$ cat src/rtl/calc_port_responder.sv
// calc1 single-port command responder: add/sub/shift with fixed response latency.
// Operand 1 arrives with the command, operand 2 on the following cycle.
module calc_port_responder #(
    parameter int LATENCY = 1
) (
    input  logic        c_clk,
    input  logic        reset,
    input  logic [0:3]  req_cmd_in,
    input  logic [0:31] req_data_in,
    output logic [0:1]  out_resp,
    output logic [0:31] out_data,
    output logic        busy,
    output logic        cmd_dropped
);

    typedef enum logic [1:0] {IDLE, OPND2, WAIT, RESP} state_t;

    localparam bit         DIRECT   = (LATENCY == 1);
    localparam logic [3:0] CNT_INIT = 4'(LATENCY - 1);

    state_t      state, state_nx;
    logic [3:0]  cmd_q, cmd_nx;
    logic [31:0] op1_q, op1_nx;
    logic [1:0]  res_resp_q, res_resp_nx;
    logic [31:0] res_data_q, res_data_nx;
    logic [3:0]  cnt_q, cnt_nx;
    logic [1:0]  resp_q, resp_nx;
    logic [31:0] data_q, data_nx;
    logic        drop_q, drop_nx;

    logic [3:0]  cmd;
    logic [31:0] din;
    logic [32:0] sum;
    logic [4:0]  shamt;
    logic [1:0]  calc_resp;
    logic [31:0] calc_data;

    assign cmd = req_cmd_in;
    assign din = req_data_in;

    // Result datapath: operand 2 is taken straight from the bus in OPND2.
    always_comb begin
        sum       = {1'b0, op1_q} + {1'b0, din};
        shamt     = din[4:0];
        calc_resp = 2'd3;
        calc_data = '0;
        case (cmd_q)
            4'd1: begin
                if (sum[32]) begin
                    calc_resp = 2'd2;
                end else begin
                    calc_resp = 2'd1;
                    calc_data = sum[31:0];
                end
            end
            4'd2: begin
                if (din > op1_q) begin
                    calc_resp = 2'd2;
                end else begin
                    calc_resp = 2'd1;
                    calc_data = op1_q - din;
                end
            end
            4'd5: begin
                calc_resp = 2'd1;
                calc_data = op1_q << shamt;
            end
            4'd6: begin
                calc_resp = 2'd1;
                calc_data = op1_q >> shamt;
            end
            default: begin
                calc_resp = 2'd3;
                calc_data = '0;
            end
        endcase
    end

    always_comb begin
        state_nx    = state;
        cmd_nx      = cmd_q;
        op1_nx      = op1_q;
        res_resp_nx = res_resp_q;
        res_data_nx = res_data_q;
        cnt_nx      = cnt_q;
        resp_nx     = resp_q;
        data_nx     = data_q;
        drop_nx     = 1'b0;
        unique case (state)
            IDLE: begin
                if (cmd != 4'd0) begin
                    cmd_nx   = cmd;
                    op1_nx   = din;
                    state_nx = OPND2;
                end
            end
            OPND2: begin
                res_resp_nx = calc_resp;
                res_data_nx = calc_data;
                if (DIRECT) begin
                    resp_nx  = calc_resp;
                    data_nx  = calc_data;
                    state_nx = RESP;
                end else begin
                    cnt_nx   = CNT_INIT;
                    state_nx = WAIT;
                end
            end
            WAIT: begin
                drop_nx = (cmd != 4'd0);
                if (cnt_q <= 4'd1) begin
                    resp_nx  = res_resp_q;
                    data_nx  = res_data_q;
                    state_nx = RESP;
                end else begin
                    cnt_nx = cnt_q - 4'd1;
                end
            end
            RESP: begin
                resp_nx = 2'd0;
                data_nx = '0;
                if (cmd != 4'd0) begin
                    cmd_nx   = cmd;
                    op1_nx   = din;
                    state_nx = OPND2;
                end else begin
                    state_nx = IDLE;
                end
            end
        endcase
    end

    always_ff @(posedge c_clk or posedge reset) begin
        if (reset) begin
            state      <= IDLE;
            cmd_q      <= '0;
            op1_q      <= '0;
            res_resp_q <= '0;
            res_data_q <= '0;
            cnt_q      <= '0;
            resp_q     <= '0;
            data_q     <= '0;
            drop_q     <= 1'b0;
        end else begin
            state      <= state_nx;
            cmd_q      <= cmd_nx;
            op1_q      <= op1_nx;
            res_resp_q <= res_resp_nx;
            res_data_q <= res_data_nx;
            cnt_q      <= cnt_nx;
            resp_q     <= resp_nx;
            data_q     <= data_nx;
            drop_q     <= drop_nx;
        end
    end

    assign busy        = (state != IDLE);
    assign out_resp    = resp_q;
    assign out_data    = data_q;
    assign cmd_dropped = drop_q;

endmodule

$ cat config.mk
export PLATFORM = sky130hd
export DESIGN_NAME = calc_port_responder
export DESIGN_NICKNAME = d
export VERILOG_FILES = /design/src/rtl/calc_port_responder.sv
export SDC_FILE = /design/constraint.sdc
export NUM_CORES = 1
export LEC_CHECK = 0
export CAP_MARGIN = 20
export CORE_AREA = 2 2 192 156
export DETAILED_ROUTE_END_ITERATION = 10
export DIE_AREA = 0 0 194 158
export SYNTH_ARGS = -nofsm -noshare
export SYNTH_HDL_FRONTEND = slang
export SYNTH_SLANG_ARGS = --single-unit
$ cat constraint.sdc
create_clock -name c_clk -period 6.3 [get_ports c_clk]
set_input_delay 1.26 -clock c_clk [delete_from_list [all_inputs] [get_ports c_clk]]
set_output_delay 1.26 -clock c_clk [all_outputs]
set_load 0.03 [all_outputs]
==> results.yml <==
placed_design:
  port_buffers: 73
  hpwl_um: 32100
  gp_congestion: 0.968
worst_setup_path:
  startpoint: "req_data_in[27]"
  cp_top_family: "compound AO/OA/AOI/OAI gates"
  worst-setup-path-type: "input port to flop"
  worstPathArrival_ns: 5.65
  max_stage_delay_ns: 0.75
  rrSetupSlack_ns: 1.69
  worstPathRequired_ns: 6.51
  critPathCaptureType: "flop"
  path_cells: "clkdlybuf4s50_1 > clkinv_1 > buf_4 > ha_1 > nor2b_1 > a2111oi_0 > a2111o_1 > a31oi_2 > a2111oi_0 > buf_4 > o21ai_1 > a31oi_1 > o21ai_0 > mux2i_1 > nor4b_1 > o21ai_0"
  crit_path_top_delay_cell: "a2111oi_0"
  rr_startpoint: "op1_q[0]$_DFFE_PP0P_"
  critPathMaxFanout: 9
  worst_setup_path_start_kind: "input port"
  path_buf_inv: 4
grt:
  grt_pass1_vias: 10600
  grt_max_degree: 73
  grt_usage_pct: 27.4
  grt_pass1_wl_um: 65100
  grt_overflow: 0
  antenna_found_initial: 0
clocking:
  cts_hold_buf: 0
  post_cts_buffers: 0
  cts_tree: "built"
  cts_buffer_depth: 2
  numClockSinks: 111
  clk_pin_slew_ns: 0.08
  h-tree-depth: 3
  clk_latency_ns: 0.37
  cts_root_buf: "clkbuf_16"
  cts_resized: 0
  cts_made_buffers: 9
timing:
  tightest_slew_ns: 1.16
  max_freq_mhz: 184
  tns_ns: 0
  clock_skew_ns: 0.0109
  rsz0062_at_grt: "false"
  finalMaxSlewViolations: 0
  slew_headroom_pct: 22.7
  final-setup-viol-count: 0
  hold_violations: 0
  period_share_pct: 86.2
  period_minus_slack_ns: 5.43
synth:
  synth_ff_type: "dfrtp_1"
  ys_seq_area_share_pct: 24.5
  syn_area_mm2: 0.0113
  synth_cell_types: 75
  ys.warnings.count: 0
  synth_top_area_cell: "dfrtp_1"
  avgSynthCellArea_um2: 7.63
  synth-async-reset-ratio_pct: 100
  synth_top_area_share_pct: 24.5
  synth_edf_count: 0
  syn_inst: 1482
  syn-num-nets: 1595
  synth_area_leaders: "dfrtp_1, ha_1, a21oi_1"
  yosys_register_bits: 111
drt:
  drt-initial-drc-count: 1220
  viasPerCell: 6.17
  wire_per_inst_um: 22.6
  drcViolationCount: 0
  vias: 11600
  detail-route-antenna-nets: 0
  dr.pass1.iters: 6
  wirelength_um: 42400
floorplan:
  die-area_mm2: 0.0307
  io_pins: 74
  die_y_um: 158
  fp.dieW_um: 194
  rows: 56
  initial_core_util_pct: 39.2
  design.core.area_mm2: 0.0289
pwr:
  power.density_mw_per_mm2: 525
  ir_drop_uv: 249
  leakage_uw: 0.00541
  finalPower_uw: 6630
worst_hold_path:
  hold_path.startpoint: "cnt_q[3]$_DFFE_PP0P_"
  hold_path_class: "flop to flop"
layout:
  multi_input_area_mm2: 0.00782
  nets: 1604
  fillers: 3016
  synthToLayoutAreaGrowth_pct: 11.7
  layout-drive-gt1-share_pct: 8.82
  seqCellArea_mm2: 0.00278
  insertedDiodeCount: 0
status:
  status: "finished clean"
job:
  maxCapViolCount: 0
layout make-up:
class | count | area share, %
inverter | 84 | 2.51
multi-input combinational | 1184 | 61.9
tap | 377 | 3.73
sequential | 111 | 22.0
clock inverter | 5 | 0.515
timing repair buffer | 101 | 7.54
clock buffer | 11 | 1.84
worst register-to-register path, stage by stage, from the launching register on:
cell and delay [ns]:
dfrtp_1 0.47, inv_1 0.16, ha_1 0.16, inv_1 0.05, fa_1 0.41, a21o_1 0.18
a21oi_1 0.36, o21a_2 0.29, o21ai_2 0.17, a311oi_2 0.40, nor2_2 0.10, a31o_1 0.35
buf_16 0.22, a221oi_1 0.31, a21oi_1 0.18, a2111oi_2 0.54, a21oi_1 0.14
cells in the final DEF (no fill, tap or decap), drive strengths merged, types with 19 or more instances in the layout:
cell / count
a21oi: 179
nor2: 178
o21ai: 144
nand2: 126
dfrtp: 111
inv: 83
ha: 73
clkdlybuf4s50: 69
mux2i: 60
mux2: 44
buf: 32
o211ai: 27
and3: 24
a211oi: 23
nand2b: 22
o22ai: 21
a21o: 19
o221ai: 19
flip-flops by register name (all words and copies together), names as in the netlist:
signal       cells
state            2
res_data_q      32
res_resp_q       2
cmd_dropped      1
cnt_q            4
cmd_q            4
op1_q           32
out_resp         2
out_data        32
power by group:
part           switching, uW  total, uW  internal [uW]  leakage [uW]
clock                    305        620            315      0.000138
combinational           2910       4590           1690       0.00392
sequential               366       1420           1050       0.00135
total                   3580       6630           3060       0.00541
final timing paths:
check | to | cells past startpoint
worst max-delay path | out_data[0]$_DFFE_PP0P_ | 16
worst min-delay path | cnt_q[3]$_DFFE_PP0P_ | 1
worst max register to register | res_data_q[24]$_DFFE_PP0N_ | 16
worst min register to register | cnt_q[3]$_DFFE_PP0P_ | 1
max in group asynchronous | res_resp_q[0]$_DFFE_PP0N_ | 3
min in group asynchronous | res_data_q[30]$_DFFE_PP0N_ | 2
synth_stat cells, types with 8 or more instances:
| library cell | number |
|---|---|
| a211oi_1 | 23 |
| a21o_1 | 19 |
| a21oi_1 | 179 |
| a221o_1 | 13 |
| a221oi_1 | 9 |
| a22oi_1 | 8 |
| a31oi_1 | 10 |
| and2_1 | 8 |
| and3_1 | 24 |
| buf_1 | 21 |
| buf_2 | 16 |
| clkbuf_1 | 63 |
| dfrtp_1 | 111 |
| ha_1 | 73 |
| inv_1 | 79 |
| mux2_2 | 44 |
| mux2i_1 | 60 |
| mux4_2 | 10 |
| nand2_1 | 126 |
| nand2b_1 | 22 |
| nand3_1 | 13 |
| nor2_1 | 177 |
| nor2b_1 | 9 |
| nor3_1 | 18 |
| nor4_1 | 15 |
| o211ai_1 | 27 |
| o21a_1 | 14 |
| o21ai_0 | 134 |
| o21ai_1 | 9 |
| o21bai_1 | 10 |
| o221ai_1 | 19 |
| o22ai_1 | 21 |
| o31ai_1 | 13 |
kinds of logic (layout without fill, tap and decap cells):
| family | after synthesis | in the layout | share of synthesized area, % |
|---|---|---|---|
| compound gates | 560 | 560 | 31.6 |
| xor+xnor | 3 | 3 | 0.232 |
| fa+ha+maj | 75 | 75 | 8.43 |
| buf+inv | 187 | 201 | 6.55 |
| flops | 111 | 111 | 24.5 |
| mux | 114 | 114 | 11.7 |
| simple gates | 432 | 432 | 17.0 |
routing by layer:
metal / share of wire, % / GRT usage, % / wire length (um)
met1: 48 / 40.9 / 20500
met3: 7.2 / 4.60 / 3050
met5: 0 / 0 / 0
met4: 2.2 / 6.57 / 942
met2: 42 / 40.7 / 17900
per-stage QoR:
stage | setup slack, ns | hold slack (ns) | instance area, um^2 | util (%) | cells
6_report | 0.867 | 0.480 | 12600 | 43.8 | 1873
4_1_cts | 0.881 | 0.478 | 12600 | 43.7 | 1872
2_1_floorplan | 1.32 | 0.444 | 11300 | - | 1482
3_5_place_dp | 0.553 | 0.464 | 12300 | 42.7 | 1856
3_3_place_gp | 0.410 | 0.464 | 12300 | 42.7 | 1856
5_1_grt | 0.289 | 0.503 | 12600 | 43.8 | 1873
Power figures use the tool's default switching activity.
